===== src/rtl/mem_responder.sv =====
// rtl/mem_responder.sv - word RAM responder with programmable busy latency; optional display mirror via MEM_RESPONDER_DISPLAY_EN
module mem_responder #(
    parameter int DEPTH        = 64,
    parameter int LATENCY      = 2,
    parameter int DISPLAY_WORD = 63
) (
    input  logic        clk,
    input  logic        rst,
    input  logic        ren,
    input  logic        wen,
    input  logic [31:0] addr,
    input  logic [31:0] wdata,
    output logic [31:0] rdata,
    output logic        busy
`ifdef MEM_RESPONDER_DISPLAY_EN
    ,
    output logic [31:0] display
`endif
);

    localparam int         IDX_W    = $clog2(DEPTH);
    localparam logic [3:0] CNT_LOAD = 4'(LATENCY - 1);

    typedef enum logic [1:0] {
        IDLE,
        WAIT,
        DONE
    } state_t;

    state_t             state;
    state_t             state_nxt;
    logic [3:0]         cnt;
    logic [3:0]         cnt_nxt;
    logic               accept;
    logic               req;

    logic               op_write;
    logic [IDX_W-1:0]   idx_q;
    logic [31:0]        wdata_q;

    logic               entering_done;
    logic               commit_write;
    logic [IDX_W-1:0]   commit_idx;
    logic [31:0]        commit_data;

    logic [31:0]        mem [DEPTH];

    logic               unused_addr_bits;

    assign req              = ren | wen;
    assign unused_addr_bits = ^{addr[31:IDX_W+2], addr[1:0]};

    always_comb begin
        state_nxt = state;
        cnt_nxt   = cnt;
        busy      = 1'b0;
        accept    = 1'b0;
        case (state)
            IDLE: begin
                if (req) begin
                    busy      = 1'b1;
                    accept    = 1'b1;
                    cnt_nxt   = CNT_LOAD;
                    state_nxt = (LATENCY > 1) ? WAIT : DONE;
                end
            end
            WAIT: begin
                busy    = 1'b1;
                cnt_nxt = cnt - 4'd1;
                if (cnt == 4'd1) begin
                    state_nxt = DONE;
                end
            end
            DONE: begin
                state_nxt = IDLE;
            end
            default: begin
                state_nxt = IDLE;
            end
        endcase
    end

    // With LATENCY=1 the DONE-entering edge is the accept edge, so the
    // commit must take the live request rather than the latched copy.
    always_comb begin
        entering_done = (state != DONE) && (state_nxt == DONE);
        if (state == IDLE) begin
            commit_write = wen;
            commit_idx   = addr[IDX_W+1:2];
            commit_data  = wdata;
        end else begin
            commit_write = op_write;
            commit_idx   = idx_q;
            commit_data  = wdata_q;
        end
    end

    always_ff @(posedge clk) begin
        if (rst) begin
            state    <= IDLE;
            cnt      <= 4'd0;
            rdata    <= 32'd0;
            op_write <= 1'b0;
            idx_q    <= '0;
            wdata_q  <= 32'd0;
        end else begin
            state <= state_nxt;
            cnt   <= cnt_nxt;
            if (accept) begin
                op_write <= wen;
                idx_q    <= addr[IDX_W+1:2];
                wdata_q  <= wdata;
            end
            if (entering_done && !commit_write) begin
                rdata <= mem[commit_idx];
            end
        end
    end

    // Array contents are deliberately not reset.
    always_ff @(posedge clk) begin
        if (!rst && entering_done && commit_write) begin
            mem[commit_idx] <= commit_data;
        end
    end

`ifdef MEM_RESPONDER_DISPLAY_EN
    always_ff @(posedge clk) begin
        if (rst) begin
            display <= 32'd0;
        end else if (entering_done && commit_write &&
                     commit_idx == IDX_W'(DISPLAY_WORD)) begin
            display <= commit_data;
        end
    end
`endif

endmodule


===== config.mk =====
export PLATFORM = sky130hd
export DESIGN_NAME = mem_responder
export DESIGN_NICKNAME = d
export VERILOG_FILES = /design/src/rtl/mem_responder.sv
export SDC_FILE = /design/constraint.sdc
export NUM_CORES = 2
export LEC_CHECK = 0
export CAP_MARGIN = 20
export CORE_MARGIN = 2
export CORE_UTILIZATION = 50
export DETAILED_ROUTE_END_ITERATION = 10
export GPL_ROUTABILITY_DRIVEN = 0
export PLACE_DENSITY = 0.77
export SYNTH_ARGS = -nofsm -noshare
export SYNTH_HDL_FRONTEND = slang
export SYNTH_SLANG_ARGS = --single-unit

===== constraint.sdc =====
create_clock -name clk -period 5.15 [get_ports clk]
set_input_delay 1.03 -clock clk [delete_from_list [all_inputs] [get_ports clk]]
set_output_delay 1.03 -clock clk [all_outputs]
set_load 0.01 [all_outputs]

==> run summary <==
Vias in the first global route: 48,300
Critical path class: register to register
# clock sinks: 2,125
Detailed placer's ending HPWL: 132,000 microns
Commonest non-fill, non-tap cells in the layout: edfxtp_1 (2,048), nand2_1 (579), mux2i_1 (379)
XOR/XNOR share of the synthesized area: 0
PostCTS Resize Cnt: 0
CTS tree: built
CTS Hold Buffers Added: 0
Iter 0 DRT Violations: 8,025
Synth Area in Adders: 0.000311
Nets: 5,318
CP endpoint kind: register
Storage element area: 63,000 sq um
Hold path cells: 2
Cell chain of the critical path: or2_2, buf_4, o31ai_1, buf_4, nand2_2, a31oi_1, nor4_1, a311oi_1
RSZ-0062 raised after global routing: no
F_max: 0.235 GHz
Largest net degree at the start of global routing: 65
Core Util, Final: 0.580
Most common cell after layout, fill and taps aside: edfxtp_1
Fraction of the yosys area taken by sequential cells: 0.784
Synth Area per Inst: 16.3 sq um
Max VDD drop: 0.000386 V
Die ar.: 164,000 sq um
Clock skew: 0.0287 ns
CTS clk-pin slew, worst paths: 0.06 ns
Vias per std cell: 6.56
Worst setup margin: 0.899 ns
Post-synth EDFFs: 2,048
Delay-heaviest family, CP: simple AND/OR/NAND/NOR gates
Power density cells: 406 nW/um^2
Yosys reg bits: 2,125
Place WS: 0.386 ns
Post-route setup TNS: 0 ns
Io pins: 101
H-tree levels: 4
Rel. slew slack: 0.237
Leading area contributor after synthesis: edfxtp_1
Site row count: 147
Most used cell, CP: buf_4
Crit path max fanout: 35
Clock latency on the worst-skew pair: 0.83 ns
Hold Vio Cnt, Final: 0
Die W: 405 microns
Fill count: 11,300
Startpoint types: register
Slew of the pin with the lowest slew margin: 1.14 ns
Complex-gate fraction of the synthesized area: 0.101
Synth-to-layout area growth: 15.5%
Slew Limit Fails: 0
Syn Inst Count: 4,936
Lkg Pwr: 31.1 nW
R2R Path End: rdata[7]
Num CTS Buffers: 191
First-pass GRT wire length: 326,000 microns
Ys flop type: edfxtp_1
Async SR Flop Fraction: 0
Postcts setup bufs: 0
CTS max path bufs: 3
Remaining DRCs: 0
Worst r2r src: state[0]
Worst hold path class: register to register
Port-buffer cells: 74
Main combinational cell family by area after synthesis: compound AO/OA/AOI/OAI gates
Post-synthesis cell area: 80,400 sq um
Share of layout cells above drive strength 1: 0.141
Post-synthesis simple-gate area fraction: 0.0470
Count of buffer and inverter cells on the critical path: 2
Synth area leaders: edfxtp_1 (76%), mux2i_1 (4.7%), nand2_1 (2.9%)
Final WL: 227,000 microns
R2R setup slack: 0.90 ns
Die height: 405 microns
Root Driver: clkbuf_16
Max_cap viols: 0
Net Count, Synth: 5,006
Post-route ant nets: 0
Initial Util: 0.502
CP arrival: 4.92 ns
Multi-input logic area: 16,500 sq um
Core Region: 160,000 sq um
CP required: 5.82 ns
Period minus WS final: 4.25 ns
R2R cell count: 8
Vias: 49,700
# setup viols final: 0
Synth warnings: 0
Status: complete, no violations
Crit-path slowest cell: nand2_2
Yosys top cell area share: 0.765
Worst Hold Path EP: wdata_q[7]
Tcrit/Tclk final: 0.825
Hold_sp: wdata_q[7]
Post-synthesis mux area share: 0.0479
Total track usage: 0.274
Post-synth cell types: 62
Pre-antenna DRT Iters: 10
Avg WL per Cell: 29.9 microns
Global route overflow: 0
CP max stage delay: 0.82 ns
Initial antenna violation count: 8
## layout make-up
class / count / share of cell area
Multi-Input combinational cell: 2500 / 0.177
Timing Repair Buffer: 423 / 0.0478
Clock inverter: 97 / 0.0106
Tap cell: 2160 / 0.0291
Antenna cell: 2 / 0.0000539
Clock buffer: 261 / 0.0562
Sequential cell: 2125 / 0.679
Inverter: 7 / 0.000283
## synthesized netlist by cell type (all sizes together), types with 3 or more instances
| cell type | count |
|---|---|
| a311oi | 7 |
| inv | 7 |
| nand3 | 54 |
| o2111ai | 4 |
| mux2 | 4 |
| o211ai | 5 |
| nor4 | 18 |
| o22ai | 184 |
| o21a | 5 |
| nor2b | 4 |
| a2111oi | 15 |
| a21oi | 204 |
| edfxtp | 2048 |
| clkbuf | 94 |
| a22oi | 261 |
| o221ai | 13 |
| or4 | 5 |
| o31a | 20 |
| nor2 | 147 |
| o21ai | 176 |
| a221o | 7 |
| nand2 | 614 |
| and2 | 3 |
| a222oi | 17 |
| nor3 | 27 |
| nand2b | 8 |
| dfxtp | 77 |
| mux2i | 380 |
| a221oi | 91 |
| or2 | 7 |
| and3 | 4 |
| nand4 | 27 |
| a211oi | 44 |
| a31oi | 65 |
| a22o | 65 |
| buf | 210 |
## report_power, final
group / internal (mW) / switching [mW] / total (mW)
clock: 7.97 / 6.22 / 14.2
combinational: 1.19 / 2.81 / 4.00
sequential: 19.5 / 0.0702 / 19.5
total: 28.6 / 9.10 / 37.7
## state kept, by name, summed over array words and instances (netlist names)
name	flops
mem	2048
rdata	32
op_write	1
state	2
wdata_q	32
cnt	4
idx_q	6
## worst max-delay path by stage
stage,startpoint,end,slack (ns),depth (start not counted)
after floorplan,addr[4],mem[12][0],0.76,9
after global placement,addr[4],rdata[19],0.40,10
after detailed placement,addr[4],rdata[29],0.39,11
after CTS,state[0],rdata[16],1.07,11
after global routing,state[0],rdata[15],0.90,12
final,state[0],rdata[7],0.90,8
## metrics by stage
stage          instances  cell area, sq um  hold WS (ns)  power (mW)
6_report            7575             92900         0.454        37.7
5_1_grt             7574             92900         0.474        38.5
4_1_cts             7558             92600         0.456        37.5
3_5_place_dp        7200             86400         0.447        23.7
3_3_place_gp        7198             86400         0.442        23.6
2_1_floorplan       4936             80400         0.437        22.1
## layer usage
| layer | vias up | wire, microns | GRT usage | part of all wire |
|---|---|---|---|---|
| met5 | - | 66 | 0 | 0.00029 |
| met4 | 12 | 14700 | 0.155 | 0.065 |
| met3 | 771 | 31200 | 0.0590 | 0.14 |
| met2 | 4213 | 103000 | 0.422 | 0.45 |
| met1 | 24400 | 77500 | 0.363 | 0.34 |
| li1 | 20200 | - | - | - |
## worst min-delay path: stages (launching register included)
cell and delay (ns):
dfxtp_1 0.31, nand2_1 0.05, a21oi_1 0.05
## cell families (layout without fill, tap and decap cells)
group,count (synthesis),in the layout
DFF,2125,2125
other,0,2
buffers and inverters,311,788
and+or+nand+nor,922,922
adders and majority gates,2,2
muxes,384,384
AOI/OAI and AO/OA,1192,1192
No activity file was read; power rests on OpenSTA's default activity.
